### config.mk
export PLATFORM = sky130hd
export DESIGN_NAME = sd_spi_master
export DESIGN_NICKNAME = d
export VERILOG_FILES = /design/src/rtl/sd_spi_pkg.sv /design/src/rtl/sd_spi_byte.sv /design/src/rtl/sd_spi_master.sv
export SDC_FILE = /design/constraint.sdc
export NUM_CORES = 1
export LEC_CHECK = 0
export CAP_MARGIN = 20
export CORE_ASPECT_RATIO = 1.75
export CORE_MARGIN = 8
export CORE_UTILIZATION = 51
export CTS_BUF_LIST = sky130_fd_sc_hd__clkbuf_2
export CTS_CLUSTER_DIAMETER = 40
export DETAILED_ROUTE_END_ITERATION = 10
export GPL_ROUTABILITY_DRIVEN = 1
export PLACE_DENSITY_LB_ADDON = 0.12
export SLEW_MARGIN = 5
export SYNTH_ARGS = -nofsm -noshare
export SYNTH_HDL_FRONTEND = slang
export SYNTH_SLANG_ARGS = --single-unit
### constraint.sdc
create_clock -name clk -period 2.8 [get_ports clk]
set_input_delay 0.42 -clock clk [delete_from_list [all_inputs] [get_ports clk]]
set_output_delay 0.42 -clock clk [all_outputs]
set_load 0.03 [all_outputs]
### src/rtl/sd_spi_pkg.sv
// Shared state encoding, status codes and command constants for the SPI-mode SD master.
package sd_spi_pkg;

    typedef enum logic [3:0] {
        S_IDLE,
        S_INIT,
        S_CMD,
        S_R1,
        S_TOKEN,
        S_DATA,
        S_CRC16,
        S_TAIL,
        S_DONE
    } state_t;

    localparam logic [1:0] ST_OK       = 2'd0;
    localparam logic [1:0] ST_R1_TO    = 2'd1;
    localparam logic [1:0] ST_TOK_TO   = 2'd2;
    localparam logic [1:0] ST_DATA_ERR = 2'd3;

    localparam logic [7:0] START_TOKEN = 8'hFE;
    localparam logic [7:0] FILL        = 8'hFF;
    localparam logic [7:0] CRC7_CMD0   = 8'h95;
    localparam logic [7:0] CRC7_CMD8   = 8'h87;
    localparam logic [7:0] CRC7_OTHER  = 8'h01;

    localparam int INIT_BYTES = 10;
    localparam int CMD_BYTES  = 6;

    // Bit-serial CRC7 (x^7 + x^3 + 1) over the first five command bytes, MSB first.
    function automatic logic [6:0] crc7(input logic [39:0] data);
        logic [6:0] c;
        logic       fb;
        c = 7'd0;
        for (int i = 39; i >= 0; i--) begin
            fb = data[i] ^ c[6];
            c  = {c[5:0], 1'b0};
            if (fb) c = c ^ 7'h09;
        end
        return c;
    endfunction

endpackage

### src/rtl/sd_spi_byte.sv
// SPI mode-0 byte engine: divider, sclk generation and 8-bit MSB-first shift in/out.
module sd_spi_byte
    import sd_spi_pkg::*;
#(
    parameter int DIV_W = 8
) (
    input  logic             clk,
    input  logic             rst,
    input  logic             start,
    input  logic [7:0]       tx,
    input  logic [DIV_W-1:0] div,
    input  logic             miso,
    output logic             busy,
    output logic             sclk,
    output logic             mosi,
    output logic [7:0]       rx,
    output logic             rx_valid,
    output logic             byte_done
);

    logic [DIV_W-1:0] div_reg;
    logic [DIV_W-1:0] cnt_reg;
    logic [2:0]       bit_reg;
    logic [7:0]       sh_reg;
    logic             sclk_reg;
    logic             mosi_reg;
    logic             busy_reg;
    logic             rxv_reg;
    logic             tick;

    assign tick      = busy_reg && (cnt_reg == div_reg);
    // Asserted on the cycle whose edge ends the byte, so a back-to-back start keeps sclk periodic.
    assign byte_done = tick && sclk_reg && (bit_reg == 3'd7);

    always_ff @(posedge clk) begin
        if (rst) begin
            div_reg  <= '0;
            cnt_reg  <= '0;
            bit_reg  <= '0;
            sh_reg   <= '0;
            sclk_reg <= 1'b0;
            mosi_reg <= 1'b1;
            busy_reg <= 1'b0;
            rxv_reg  <= 1'b0;
        end else begin
            rxv_reg <= 1'b0;
            if (!busy_reg) begin
                if (start) begin
                    busy_reg <= 1'b1;
                    div_reg  <= div;
                    cnt_reg  <= '0;
                    bit_reg  <= '0;
                    sh_reg   <= tx;
                    mosi_reg <= tx[7];
                end
            end else if (tick) begin
                cnt_reg <= '0;
                if (!sclk_reg) begin
                    sclk_reg <= 1'b1;
                    sh_reg   <= {sh_reg[6:0], miso};
                    rxv_reg  <= (bit_reg == 3'd7);
                end else begin
                    sclk_reg <= 1'b0;
                    if (bit_reg == 3'd7) begin
                        if (start) begin
                            sh_reg   <= tx;
                            mosi_reg <= tx[7];
                            bit_reg  <= '0;
                        end else begin
                            busy_reg <= 1'b0;
                            mosi_reg <= 1'b1;
                        end
                    end else begin
                        bit_reg  <= bit_reg + 3'd1;
                        mosi_reg <= sh_reg[7];
                    end
                end
            end else begin
                cnt_reg <= cnt_reg + 1'b1;
            end
        end
    end

    assign busy     = busy_reg;
    assign sclk     = sclk_reg;
    assign mosi     = mosi_reg;
    assign rx       = sh_reg;
    assign rx_valid = rxv_reg;

endmodule

### src/rtl/sd_spi_master.sv
// SPI-mode SD card master: init clocks, command/R1, optional single-block read.
// Define SD_SPI_CRC7_EN to compute the command CRC7 instead of using fixed constants.
module sd_spi_master
    import sd_spi_pkg::*;
#(
    parameter int NUM_CS    = 2,
    parameter int DIV_W     = 8,
    parameter int BLK_LEN   = 512,
    parameter int NCR_MAX   = 8,
    parameter int TOKEN_MAX = 1024,
    localparam int CS_W     = (NUM_CS > 1) ? $clog2(NUM_CS) : 1
) (
    input  logic              clk,
    input  logic              rst,
    input  logic [DIV_W-1:0]  div_val,
    input  logic              cmd_valid,
    output logic              cmd_ready,
    input  logic              cmd_init,
    input  logic [5:0]        cmd_idx,
    input  logic [31:0]       cmd_arg,
    input  logic              cmd_read,
    input  logic [CS_W-1:0]   cmd_cs,
    output logic              sclk,
    output logic              mosi,
    input  logic              miso,
    output logic [NUM_CS-1:0] cs_n,
    output logic [7:0]        rd_data,
    output logic              rd_valid,
    output logic              done,
    output logic [1:0]        status,
    output logic [6:0]        r1
);

    localparam int CNT_W = $clog2(TOKEN_MAX + BLK_LEN + 16) + 1;

    state_t             state_reg, state_next;
    logic [CNT_W-1:0]   cnt_reg, cnt_next;
    logic [1:0]         status_reg, status_next;
    logic [6:0]         r1_reg, r1_next;
    logic [NUM_CS-1:0]  cs_n_reg, cs_n_next;
    logic               read_reg;
    logic [31:0]        arg_reg;
    logic [7:0]         crc_reg;
    logic [7:0]         crc_byte;
    logic [7:0]         cmd_byte;
    logic [NUM_CS-1:0]  sel_dec;
    logic               accept;
    logic               byte_start;
    logic [7:0]         byte_tx;
    logic               byte_busy;
    logic [7:0]         byte_rx;
    logic               byte_rxv;
    logic               byte_done;

    // Out-of-range selects decode to no line at all.
    for (genvar gi = 0; gi < NUM_CS; gi++) begin : g_sel
        assign sel_dec[gi] = (cmd_cs == CS_W'(gi));
    end

`ifdef SD_SPI_CRC7_EN
    assign crc_byte = {crc7({2'b01, cmd_idx, cmd_arg}), 1'b1};
`else
    always_comb begin
        case (cmd_idx)
            6'd0:    crc_byte = CRC7_CMD0;
            6'd8:    crc_byte = CRC7_CMD8;
            default: crc_byte = CRC7_OTHER;
        endcase
    end
`endif

    always_comb begin
        case (cnt_reg[2:0])
            3'd1:    cmd_byte = arg_reg[31:24];
            3'd2:    cmd_byte = arg_reg[23:16];
            3'd3:    cmd_byte = arg_reg[15:8];
            3'd4:    cmd_byte = arg_reg[7:0];
            default: cmd_byte = crc_reg;
        endcase
    end

    assign cmd_ready = (state_reg == S_IDLE) && !byte_busy;
    assign accept    = cmd_valid && cmd_ready;

    // cnt_reg holds the number of bytes already started in the current state.
    always_comb begin
        state_next  = state_reg;
        cnt_next    = cnt_reg;
        status_next = status_reg;
        r1_next     = r1_reg;
        cs_n_next   = cs_n_reg;
        byte_start  = 1'b0;
        byte_tx     = FILL;
        case (state_reg)
            S_IDLE: begin
                if (accept) begin
                    byte_start  = 1'b1;
                    cnt_next    = CNT_W'(1);
                    status_next = ST_OK;
                    r1_next     = '0;
                    if (cmd_init) begin
                        state_next = S_INIT;
                    end else begin
                        state_next = S_CMD;
                        byte_tx    = {2'b01, cmd_idx};
                        cs_n_next  = ~sel_dec;
                    end
                end
            end
            S_INIT: begin
                if (byte_done) begin
                    byte_start = 1'b1;
                    if (cnt_reg == CNT_W'(INIT_BYTES)) state_next = S_TAIL;
                    else cnt_next = cnt_reg + 1'b1;
                end
            end
            S_CMD: begin
                if (byte_done) begin
                    byte_start = 1'b1;
                    if (cnt_reg == CNT_W'(CMD_BYTES)) begin
                        state_next = S_R1;
                        cnt_next   = CNT_W'(1);
                    end else begin
                        byte_tx  = cmd_byte;
                        cnt_next = cnt_reg + 1'b1;
                    end
                end
            end
            S_R1: begin
                if (byte_done) begin
                    byte_start = 1'b1;
                    if (!byte_rx[7]) begin
                        r1_next = byte_rx[6:0];
                        if (read_reg && (byte_rx[6:0] == 7'd0)) begin
                            state_next = S_TOKEN;
                            cnt_next   = CNT_W'(1);
                        end else begin
                            state_next = S_TAIL;
                        end
                    end else if (cnt_reg == CNT_W'(NCR_MAX)) begin
                        state_next  = S_TAIL;
                        status_next = ST_R1_TO;
                        r1_next     = 7'h7F;
                    end else begin
                        cnt_next = cnt_reg + 1'b1;
                    end
                end
            end
            S_TOKEN: begin
                if (byte_done) begin
                    byte_start = 1'b1;
                    if (byte_rx == START_TOKEN) begin
                        state_next = S_DATA;
                        cnt_next   = CNT_W'(1);
                    end else if (byte_rx != FILL) begin
                        state_next  = S_TAIL;
                        status_next = ST_DATA_ERR;
                    end else if (cnt_reg == CNT_W'(TOKEN_MAX)) begin
                        state_next  = S_TAIL;
                        status_next = ST_TOK_TO;
                    end else begin
                        cnt_next = cnt_reg + 1'b1;
                    end
                end
            end
            S_DATA: begin
                if (byte_done) begin
                    byte_start = 1'b1;
                    if (cnt_reg == CNT_W'(BLK_LEN)) begin
                        state_next = S_CRC16;
                        cnt_next   = CNT_W'(1);
                    end else begin
                        cnt_next = cnt_reg + 1'b1;
                    end
                end
            end
            S_CRC16: begin
                if (byte_done) begin
                    byte_start = 1'b1;
                    if (cnt_reg == CNT_W'(2)) state_next = S_TAIL;
                    else cnt_next = cnt_reg + 1'b1;
                end
            end
            S_TAIL: begin
                if (byte_done) begin
                    state_next = S_DONE;
                    cs_n_next  = '1;
                end
            end
            S_DONE:  state_next = S_IDLE;
            default: state_next = S_IDLE;
        endcase
    end

    always_ff @(posedge clk) begin
        if (rst) begin
            state_reg  <= S_IDLE;
            cnt_reg    <= '0;
            status_reg <= ST_OK;
            r1_reg     <= '0;
            cs_n_reg   <= '1;
            read_reg   <= 1'b0;
            arg_reg    <= '0;
            crc_reg    <= '0;
        end else begin
            state_reg  <= state_next;
            cnt_reg    <= cnt_next;
            status_reg <= status_next;
            r1_reg     <= r1_next;
            cs_n_reg   <= cs_n_next;
            if (accept) begin
                read_reg <= cmd_read;
                arg_reg  <= cmd_arg;
                crc_reg  <= crc_byte;
            end
        end
    end

    sd_spi_byte #(
        .DIV_W (DIV_W)
    ) u_byte (
        .clk       (clk),
        .rst       (rst),
        .start     (byte_start),
        .tx        (byte_tx),
        .div       (div_val),
        .miso      (miso),
        .busy      (byte_busy),
        .sclk      (sclk),
        .mosi      (mosi),
        .rx        (byte_rx),
        .rx_valid  (byte_rxv),
        .byte_done (byte_done)
    );

    assign cs_n     = cs_n_reg;
    assign rd_data  = byte_rx;
    assign rd_valid = byte_rxv && (state_reg == S_DATA);
    assign done     = (state_reg == S_DONE);
    assign status   = status_reg;
    assign r1       = r1_reg;

endmodule
## Word level (Yosys, flattened, before mapping)

Index checks and enable logic that the tools add are counted.

- Reduce and logical (&&, ||, !) cells: 28
- Multiply operators: 0
- Magnitude comparators: 0
- Equality and inequality tests: 51
- Shift operators: 0
- Multiplexer cells: 91
- Bitwise operators: 4
- Add/subtract/negate cells: 3
- Divide/modulo/power cells: 0

Operators by type and width:

| kind | number |
|---|---|
| $mux W12 | 17 |
| $mux W8 | 12 |
| $pmux W12 S7 | 1 |
| $mux W4 | 17 |
| $ne A2 B2 Y1 const B | 18 |
| $pmux W4 S8 | 1 |
| $pmux W8 S2 | 2 |
| $pmux W8 S4 | 1 |
| $mux W7 | 4 |
| $reduce_and A14 Y1 | 2 |
| $mux W2 | 13 |
| $eq A12 B4 Y1 const B | 2 |
| $ne A3 B3 Y1 const B | 6 |
| $eq A4 B3 Y1 const B | 4 |
| $mux W3 | 5 |
| $mux W1 | 14 |
| $pmux W7 S2 | 1 |
| $add A12 B1 Y12 const B | 1 |
| $eq A12 B10 Y1 const B | 1 |
| $eq A12 B11 Y1 const B | 1 |
| $eq A12 B2 Y1 const B | 1 |
| $eq A12 B3 Y1 const B | 1 |
| $add A8 B1 Y8 const B | 1 |
| $eq A4 B2 Y1 const B | 2 |
| other kinds (32) | 49 |

- Memories kept: 0
- Word-level logic and storage cells: 193
- Latch bits: 0
- RAM bits: 0
- ROM bits: 0
- Bits in registers: 99
- Output and inout port bits: 24
- Bits of input ports: 53

## Longest topological paths before layout

Gate-level depths: netlist of the first run.

- Depth in word-level cells: 11
- Gate-level depth with buffers: 11
- Gate-level depth less buffers: 9

## Cells and area by module

Synthesis of the first run repeated with hierarchy kept, for this count alone.

- Cells, all modules: 661
- Area total of the unflattened synthesis: 5170.0 um^2

By module, submodules not included:

| module | times used | cells an instance | area each (um^2) | seq. area each (um^2) |
|---|---|---|---|---|
| sd_spi_master | 1 | 468 | 3564.7 | 1281.2 |
| sd_spi_byte | 1 | 193 | 1605.3 | 620.6 |

## Worst setup path before layout of the first run

Ideal clock, no wire load.

- Path kind: flip-flop to flip-flop
- From: reg cnt_reg[0]
- To: reg state_reg[1]
- Path buffers: 1
- Library setup time: 0.116 ns
- Clock period less this slack: 2.607 ns
- Arrival time: 2.490 ns
- Stages on the path, launching flop included: 11
- Data required time: 2.684 ns
- Path slack: 0.193 ns
- Path through: dfxtp_1 -> inv_1 -> ha_1 -> clkbuf_1 -> nor3b_1 -> nand3_1 -> a2111oi_0 -> o22ai_1 -> nor4_4 -> o2111ai_1 -> o211a_1

- Word-level cells in the longest chain between the ends: 3
- Elaborated cells on any way between the ends: 13
- Those cells by class: 12 x eq/ne; 1 x reduce/logical

RTL lines:

| element | RTL line | source |
|---|---|---|
| start, declared | sd_spi_master.sv:37 | `logic [CNT_W-1:0] cnt_reg, cnt_next;` |
| start signal, assigned | sd_spi_master.sv:207 | `cnt_reg <= cnt_next;` |
| $eq A12 B11 Y1, or another cell as far along | sd_spi_master.sv:158 | `end else if (cnt_reg == CNT_W'(TOKEN_MAX)) begin` |
| $ne A4 B4 Y1 (no line), or another cell as far along | - |  |
| $reduce_and A14 Y1 (no line) (*) | - |  |
| end signal, assigned | sd_spi_master.sv:206 | `state_reg <= state_next;` |
| end, declared | sd_spi_master.sv:36 | `state_t state_reg, state_next;` |

Mark *: on every way between the ends. The rest lies on a longest branch, timed or not.
A chain may end at the register's enable or synchronous reset.

## Worst setup path in the final report of the first run

- From: reg cnt_reg[0]
- To: reg cnt_reg[10]

- Word-level cells in the longest chain between the ends: 6
- Elaborated cells on any way between the ends: 28
- Those cells by class: 1 x add/sub; 10 x eq/ne; 16 x mux; 1 x reduce/logical

RTL lines:

| element | RTL line | source |
|---|---|---|
| $add A12 B1 Y12 | - |  |
| $mux W12 | sd_spi_master.sv:158 |  |
| $mux W12 | sd_spi_master.sv:155 | `end else if (byte_rx != FILL) begin` |
| $mux W12 | sd_spi_master.sv:152 | `if (byte_rx == START_TOKEN) begin` |
| $mux W12 | sd_spi_master.sv:150 | `if (byte_done) begin` |
| $pmux W12 S7 | sd_spi_master.sv:94 | `case (state_reg)` |

Several ways; a longest one is shown, not always the timed one. The select of a mux whose other input is x is not followed.

==> run summary, run 1 <==
Post-route minimum period -> 2.71 ns
Reg2Reg Setup Slack -> 0.09 ns
Power, Total -> 0.00522 W
Seq/Total Area, Yosys -> 37.4%
DR WL/cell -> 17.6 um
Setup Crit Path Kind -> reg2reg
Total CTS buffers -> 9
HP Start -> rst
Row cnt -> 48
Unrepaired setup endpoints after global routing -> no
CP Max Fanout -> 5
Slew @ Worst Pin -> 0.787 ns
R2r worst-path depth -> 9
Vias in the first global route -> 5151
Fin nets -> 795
Setup crit end kind -> flip-flop
Routed WL -> 15.2 mm
Inst Count DP -> 848
WHS Endpoint -> cs_n[0]
Max Cap Viol -> 0
Avg Inst Size Synth -> 7.88 um2
Largest net degree at the start of global routing -> 74
DRC viols -> 0
Share of post-route cells with drive strength above 1 -> 13.1%
Via count -> 5180
Netlist cell types -> 72
Critical path cell sequence -> inv_1 -> ha_1 -> nor3b_1 -> and4_1 -> or4_4 -> a211oi_4 -> nand2_4 -> or4_1 -> a21oi_1
Reg2Reg Launch Point -> cnt_reg[0]
Top area cells in the synthesized netlist -> dfxtp_1 (37%), a21oi_1 (9.0%), nand2_1 (8.4%)
Clk sinks -> 95
Non-filler cells, final -> 865
Die height -> 148 um
Cell accounting for the most synthesized area -> dfxtp_1
Root Driver -> clkbuf_2
Worst hold-check path type -> in2reg
Initial DRT Pass Iterations -> 6
WP data required -> 3.39 ns
Global route total overflow -> 0
Crit-path max cell delay -> 0.51 ns
Tcrit/Tclk final -> 96.7%
Crit path DAT -> 3.29 ns
Slew Viols, Final -> 0
# setup viols final -> 0
Clock Path Buffers -> 2
Hold path depth -> 3
DPL Wire Length -> 11.5 mm
Max FFs per register -> 32
Routability cong. -> 0.990
Hold Vio Cnt, Final -> 0
Maximum vdd ir drop -> 0.000425 V
Number of synthesized flops with an enable pin -> 0
DR vias/cell -> 5.99
Reg2reg end -> cnt_reg[10]
Gr usage total -> 22.7%
TritonCTS clock tree -> done
Setup bufs post-CTS -> 0
Mapped Area -> 5080 um2
Antenna violations before repair -> 1
First-pass GRT wire length -> 24.9 mm
Slowest-stage cell, CP -> or4_1
Net Count, Synth -> 706
Die area -> 13500 um2
Post-Syn Instances -> 645
Yosys reg bits -> 95
Crit path launch type -> flip-flop
H-Tree Depth -> 3
Clock transition at path regs -> 0.30 ns
Detail Route Antenna Nets -> 0
Yosys Warn Count -> 0
Share of the synthesized area in the top cell type -> 37.4%
Ports -> 77
Area Growth Syn to Fin -> 22.9%
Status -> completed
Starting Density -> 51.9%
Synth async-reset ratio -> 0%
Fmax -> 0.369 GHz
DRT iter0 DRCs -> 353
PwrDens -> 835 nW/um2
Worst clock skew -> 0.0349 ns
Core area -> 9790 um2
Die width -> 91.5 um
I/O Buffers -> 76
Relative slew margins -> 47.5%
Worst-Skew Late Latency -> 0.62 ns
Prevailing post-synth register cell -> dfxtp_1
Leak -> 2.23 nW
synthesized netlist by cell type, types with 3 or more instances:
cell type  number
nand2_1       114
dfxtp_1        95
a21oi_1        91
nor2_1         50
o21ai_0        43
clkbuf_1       30
nand3_1        15
inv_1          14
nor3_1         12
a22oi_1         9
a32oi_1         9
and3_1          9
ha_1            8
o22ai_1         8
nand4_1         7
nor4_1          6
or3_1           6
buf_1           5
o211ai_1        5
xnor2_2         5
a211oi_1        4
a31oi_1         4
clkbuf_8        4
mux2i_1         4
nand2b_1        4
nand4b_1        4
nor4b_1         4
o32ai_1         4
xor2_1          4
a2111oi_0       3
and2_1          3
nand3b_1        3
nor2b_1         3
nor3b_1         3
o21a_1          3
o31ai_1         3
xnor2_4         3
power by group:
part           switching (W)  leakage [nW]  internal (W)
logic                0.00162          1.39       0.00109
registers           0.000275         0.775       0.00159
clock network       0.000511        0.0673      0.000130
stage by stage:
stage | util [%] | hold slack (ns) | cell area (um2) | TNS (ns) | setup WS, ns
2_1_floorplan | - | 0.432 | 5080 | 0 | 0.193
3_3_place_gp | 62.5 | 0.442 | 6120 | 0 | 0.0155
3_5_place_dp | 62.5 | 0.449 | 6120 | -0.00779 | -0.00779
4_1_cts | 63.5 | 0.197 | 6220 | 0 | 0.0460
5_1_grt | 63.8 | 0.220 | 6250 | 0 | 0.00229
6_report | 63.8 | 0.208 | 6250 | 0 | 0.0932
cell families (layout without fill, tap and decap cells):
logic type	Yosys count	in the layout	share of synthesized area (%)
AO/OA/AOI/OAI	207	207	24.9
buffers and inverters	58	152	5.34
multiplexers	4	4	0.788
AND/OR/NAND/NOR	261	261	25.6
other	0	1	0
adder cells (fa/ha/maj)	8	8	1.97
flip-flops	95	95	37.4
XOR/XNOR	12	12	3.91
how the worst max path moves through the flow:
stage            startpoint      endpoint  slack [ns]
3_3_place_gp      cmd_valid    cnt_reg[6]        0.02
4_1_cts        state_reg[1]     cmd_ready        0.05
2_1_floorplan    cnt_reg[0]  state_reg[1]        0.19
6_report         cnt_reg[0]   cnt_reg[10]        0.09
5_1_grt          cnt_reg[1]  state_reg[0]       0.002
3_5_place_dp      cmd_valid   cnt_reg[10]      -0.008
placed cells by master (no fill, tap or decap), drive strengths merged, types with 3 or more instances in the layout:
master,n
nand2b,4
nand4,9
o211ai,5
and2,4
a32oi,9
o22ai,8
nor3b,3
inv,17
a211oi,7
nor2b,3
nand4b,4
and3,9
nand3b,3
or3,6
a2111oi,3
buf,46
a21oi,91
nor4,8
o21a,3
nand2,115
clkinv,5
nor4b,4
or4,3
ha,8
nor2,50
nand3,16
o31ai,3
dfxtp,95
clkbuf,10
a22oi,9
clkdlybuf4s50,72
o21ai,45
o32ai,4
xor2,4
mux2i,4
nor3,12
xnor2,8
a31oi,4
critical path: cells and delay by family, from the launching register on:
| family | cells | cell delay (ns) |
|---|---|---|
| simple gates | 5 | 1.41 |
| fa+ha+maj | 1 | 0.23 |
| compound gates | 2 | 0.53 |
| flops | 1 | 0.42 |
| buf+inv | 1 | 0.11 |
routing by layer:
| metal | GRT usage [%] | up-vias | part of all wire [%] |
|---|---|---|---|
| li1 | - | 2503 | - |
| met3 | 4.39 | 49 | 5.2 |
| met5 | 0 | - | 0 |
| met4 | 13.2 | 0 | 4.3 |
| met2 | 40.0 | 203 | 52 |
| met1 | 24.4 | 2425 | 39 |
what timing repair did:
item                                   CTS  global route
resized for setup                        5             8
setup endpoints to repair                3            25
hold buffers                             0             0
pin swaps                                0             2
endpoints found under the hold margin    0             0
cell type report:
| class | instances | area (um2) |
|---|---|---|
| Timing Repair Buffer | 121 | 1090 |
| Clock buffer | 9 | 45.0 |
| Fill cell | 912 | 3540 |
| Multi-Input combinational cell | 492 | 2940 |
| Tap cell | 125 | 156 |
| Inverter | 15 | 56.3 |
| Antenna cell | 1 | 2.50 |
| Clock inverter | 7 | 56.3 |
| Sequential cell | 95 | 1900 |
No activity file was read; power rests on OpenSTA's default activity.
==> run 2, diff against run 1 <==
--- a/config.mk
+++ b/config.mk
@@ -6,14 +6,14 @@
 export NUM_CORES = 1
 export LEC_CHECK = 0
 export CAP_MARGIN = 20
-export CORE_ASPECT_RATIO = 1.75
+export CORE_ASPECT_RATIO = 1.4
 export CORE_MARGIN = 8
 export CORE_UTILIZATION = 51
 export CTS_BUF_LIST = sky130_fd_sc_hd__clkbuf_2
 export CTS_CLUSTER_DIAMETER = 40
 export DETAILED_ROUTE_END_ITERATION = 10
 export GPL_ROUTABILITY_DRIVEN = 1
-export PLACE_DENSITY_LB_ADDON = 0.12
+export PLACE_DENSITY = 0.79
 export SLEW_MARGIN = 5
 export SYNTH_ARGS = -nofsm -noshare
 export SYNTH_HDL_FRONTEND = slang
==> run summary, run 2 (same netlist as run 1, synthesis figures left out) <==
Tcrit/Tclk final -> 96.6%
Clock transition at path regs -> 0.26 ns
Inst Count DP -> 848
Flop pwr share -> 36.7%
Root Driver -> clkbuf_2
Global route total overflow -> 0
Detail Route Antenna Nets -> 0
Antenna violations before repair -> 1
CP delay by family, top -> simple AND/OR/NAND/NOR gates
Gr usage total -> 22.1%
Routed WL -> 14.7 mm
Critical path cell sequence -> ha_1 -> ha_1 -> nand3_1 -> or4_4 -> a211oi_4 -> buf_4 -> nand3_2 -> buf_4 -> o21ai_0 -> a21oi_1
TritonCTS clock tree -> done
Row cnt -> 43
Area Growth Syn to Fin -> 21.6%
Reg2Reg Setup Slack -> 0.1 ns
DR top layer -> met4
Commonest non-fill, non-tap cells in the layout -> nand2_1 (113), dfxtp_1 (92), a21oi_1 (91)
Largest net degree at the start of global routing -> 74
# setup viols final -> 0
Worst slack at placement -> -0.0414 ns
Die area -> 13500 um2
DR WL/cell -> 17.0 um
Slowest-stage cell, CP -> or4_4
Relative slew margins -> 48.8%
Fmax -> 0.370 GHz
Pint -> 0.00276 W
Max FFs per register -> 32
Cts hold-fix bufs -> 0
H-Tree Depth -> 3
Worst-Skew Late Latency -> 0.59 ns
DP Area -> 6060 um2
CP Max Fanout -> 5
DRT iter0 DRCs -> 350
DPL Wire Length -> 10.9 mm
Vias in the first global route -> 5086
Non-filler cells, final -> 866
Setup tns final -> 0 ns
Met2 routed WL -> 7.36 mm
Total CTS buffers -> 9
Fin nets -> 786
Crit path launch type -> flip-flop
Hold Vio Cnt, Final -> 0
Commonest non-fill, non-tap cell in the layout -> nand2_1
Starting Density -> 51.9%
Clk sinks -> 95
Leak -> 2.21 nW
Power, Total -> 0.00508 W
Setup Crit Path Kind -> reg2reg
First-pass GRT wire length -> 24.3 mm
Routability cong. -> 0.979
Die height -> 134 um
Crit-path max cell delay -> 0.55 ns
Share of post-route cells with drive strength above 1 -> 11.8%
Met1 wire length -> 6.06 mm
DRC viols -> 0
Switching Share -> 45.6%
Setup crit end kind -> flip-flop
Crit path DAT -> 3.22 ns
PwrDens -> 822 nW/um2
Ports -> 77
Post-route minimum period -> 2.70 ns
Status -> completed
Unrepaired setup endpoints after global routing -> no
Slew @ Worst Pin -> 0.768 ns
Worst clock skew -> 0.0196 ns
DR vias/cell -> 5.89
Psw -> 0.00232 W
Die width -> 100 um
Initial DRT Pass Iterations -> 5
Max Cap Viol -> 0
Via count -> 5103
Clock Path Buffers -> 2
I/O Buffers -> 76
Design area -> 6180 um2
Slew Viols, Final -> 0
Worst hold-check path type -> in2reg
Fin worst setup slack -> 0.0955 ns
CP bufs+invs -> 2
Core area -> 9790 um2
WP data required -> 3.31 ns
Power share of the combinational group -> 51.7%
Clock share of power -> 11.6%
WL met3 -> 894 um
Maximum vdd ir drop -> 0.000696 V
-- run 2: path summary, 6_finish.rpt --
check                           cells after the start               from          end
worst min-delay path                                3                rst      cs_n[0]
worst max-delay path                               10  u_byte.bit_reg[0]   cnt_reg[5]
worst min register to register                      2        arg_reg[22]  arg_reg[22]
worst max register to register                     10  u_byte.bit_reg[0]   cnt_reg[5]
-- run 2: layout make-up --
class                      instances  area (um2)
antenna                            1        2.50
clock buffer                      11        55.1
clock inverter                     5        33.8
fill                             902        3610
inverter                          15        56.3
multi-input combinational        492        2920
sequential                        95        1910
tap                              135         169
timing repair buffer             112        1030
-- run 2: power groups by stage --
stage / clock network (W) / logic (W) / registers [W]
finish: 0.000589 / 0.00263 / 0.00186
global route: 0.000655 / 0.00286 / 0.00189
CTS: 0.000599 / 0.00260 / 0.00185
detailed placement: 0 / 0.00259 / 0.00187
global placement: 0 / 0.00255 / 0.00187
floorplan: 0 / 0.00166 / 0.00192
-- run 2: tightest hold or removal path, stage by stage --
cell,delay (ns)
buf_2,0.08
inv_1,0.20
nand2_1,0.11
-- run 2: what timing repair did --
item / CTS / global route
resized for setup: 8 / 3
pin swaps: 0 / 1
gates cloned: 0 / 0
setup buffers: 0 / 1
setup endpoints to repair: 3 / 9
-- run 2: per-stage QoR --
step,utilization (%),hold WS (ns)
after floorplan,-,0.432
after global placement,61.9,0.445
after detailed placement,61.9,0.446
after CTS,62.9,0.219
after global routing,63.1,0.220
final,63.1,0.240
-- run 2: layer usage --
layer / vias up / track usage, %
met5: - / 0
met4: 0 / 9.54
met3: 37 / 4.15
met2: 187 / 38.2
met1: 2398 / 25.7
li1: 2481 / -
==> run 3, diff against run 2 <==
--- a/config.mk
+++ b/config.mk
@@ -6,7 +6,6 @@
 export NUM_CORES = 1
 export LEC_CHECK = 0
 export CAP_MARGIN = 20
-export CORE_ASPECT_RATIO = 1.4
 export CORE_MARGIN = 8
 export CORE_UTILIZATION = 51
 export CTS_BUF_LIST = sky130_fd_sc_hd__clkbuf_2
@@ -14,7 +13,8 @@
 export DETAILED_ROUTE_END_ITERATION = 10
 export GPL_ROUTABILITY_DRIVEN = 1
 export PLACE_DENSITY = 0.79
-export SLEW_MARGIN = 5
+export SLEW_MARGIN = 20
 export SYNTH_ARGS = -nofsm -noshare
 export SYNTH_HDL_FRONTEND = slang
 export SYNTH_SLANG_ARGS = --single-unit
+export TNS_END_PERCENT = 50
==> run summary, run 3 (same netlist as run 1, synthesis figures left out) <==
TritonCTS clock tree -> done
Hold path depth -> 3
Leak -> 2.23 nW
Clock transition at path regs -> 0.27 ns
DRT iter0 DRCs -> 419
Routed WL -> 14.7 mm
Maximum vdd ir drop -> 0.000502 V
Max FFs per register -> 32
WL met3 -> 1.07 mm
Stages on worst setup path -> 9
Root Driver -> clkbuf_2
Die area -> 13400 um2
Unrepaired setup endpoints after global routing -> yes
Setup crit end kind -> flip-flop
Hold Vio Cnt, Final -> 0
Relative slew margins -> 49.5%
Initial DRT Pass Iterations -> 5
Detail Route Antenna Nets -> 0
Row cnt -> 36
Antenna violations before repair -> 1
Slowest-stage cell, CP -> or4_1
Worst-Skew Late Latency -> 0.56 ns
Core area -> 9730 um2
DR vias/cell -> 5.85
Core Util, Final -> 64.4%
Status -> completed
Clk sinks -> 95
Commonest non-fill, non-tap cell in the layout -> nand2_1
DR top layer -> met4
Met1 wire length -> 6.56 mm
Fin nets -> 790
Total CTS buffers -> 9
Routability cong. -> 0.969
H-Tree Depth -> 3
CP bufs+invs -> 1
PwrDens -> 842 nW/um2
Worst hold-check path type -> in2reg
Critical path cell sequence -> inv_1 -> ha_1 -> nor3b_1 -> and4_1 -> or4_4 -> a211oi_4 -> nand2_4 -> or4_1 -> a21oi_1
Commonest non-fill, non-tap cells in the layout -> nand2_1 (113), a21oi_1 (91), dfxtp_1 (91)
Global route total overflow -> 0
Fmax -> 0.370 GHz
First-pass GRT wire length -> 24.2 mm
Slew Viols, Final -> 0
Ports -> 77
# setup viols final -> 0
Largest net degree at the start of global routing -> 74
Worst clock skew -> 0.0246 ns
Share of post-route cells with drive strength above 1 -> 12.8%
Area Growth Syn to Fin -> 23.2%
# fillers -> 909
Crit-path max cell delay -> 0.52 ns
Clock Path Buffers -> 2
DR WL/cell -> 17.0 um
Non-filler cells, final -> 868
DRC viols -> 0
Starting Density -> 52.3%
Slew @ Worst Pin -> 0.757 ns
Via count -> 5076
Tcrit/Tclk final -> 96.6%
R2r worst-path depth -> 9
Inst Count DP -> 851
Setup Crit Path Kind -> reg2reg
CP Max Fanout -> 8
Multi-input logic area -> 2940 um2
Gr usage total -> 22.3%
Post-route minimum period -> 2.70 ns
I/O Buffers -> 76
Crit path DAT -> 3.22 ns
Reg area -> 1910 um2
CP delay by family, top -> simple AND/OR/NAND/NOR gates
Die width -> 116 um
Met2 routed WL -> 6.76 mm
Cts hold-fix bufs -> 0
DPL Wire Length -> 10.9 mm
Crit path launch type -> flip-flop
Max Cap Viol -> 0
Die height -> 116 um
WP data required -> 3.32 ns
Vias in the first global route -> 4924
run 3: cell types whose count changed in the layout (fill, tap and decap cells not counted), sizes merged:
cell,change
buf,+4
bufinv,+2
clkbuf,-1
clkinv,-1
dlygate4sd2,+1
dlymetal6s2s,-1
run 3: timing repair:
item,CTS,global route
buffers inserted,0,0
hold endpoints to repair,0,0
resized for setup,5,11
setup endpoints to repair,3,16
pin swaps,0,2
run 3: worst paths after layout:
path / from / endpoint / slack, ns
worst max-delay path: cnt_reg[0] / cnt_reg[10] / 0.1
worst min-delay path: rst / cs_n[0] / 0.27
worst max register to register: cnt_reg[0] / cnt_reg[10] / 0.1
worst min register to register: arg_reg[12] / arg_reg[12] / 0.47
run 3: power breakdown:
part           internal (W)  switching, W  leakage, nW
Combinational       0.00106       0.00159         1.38
Clock              0.000296      0.000473       0.0776
Sequential          0.00159      0.000267        0.776
Total               0.00295       0.00233         2.23
run 3: area by class of cell:
| type | count | area share [%] |
|---|---|---|
| clock inverter | 6 | 1.34 |
| multi-input combinational | 492 | 47.0 |
| tap | 133 | 2.66 |
| inverter | 15 | 0.899 |
| antenna | 1 | 0.0400 |
| timing repair buffer | 116 | 16.9 |
| sequential | 95 | 30.4 |
| clock buffer | 10 | 0.799 |
run 3: metal layers:
metal  vias to the layer above  global-route usage, %
met3                        25                   4.85
met2                       184                   35.4
met5                         -                      0
met1                      2378                   29.0
li1                       2489                      -
met4                         0                   8.30
run 3: stage by stage:
step / hold WS (ns) / setup WS [ns] / TNS (ns) / cell area, um2 / power [W]
after floorplan: 0.432 / 0.193 / 0 / 5080 / 0.00358
after detailed placement: 0.446 / -0.0635 / -0.0635 / 6090 / 0.00449
after global placement: 0.443 / 0.0373 / 0 / 6090 / 0.00444
after CTS: 0.223 / 0.0481 / 0 / 6230 / 0.00526
after global routing: 0.242 / -0.0279 / -0.0279 / 6260 / 0.00563
final: 0.272 / 0.0953 / 0 / 6260 / 0.00528
run 3: worst min-delay path, stage by stage:
cell and delay (ns):
buf_2 0.09, inv_1 0.20, nand2_1 0.11
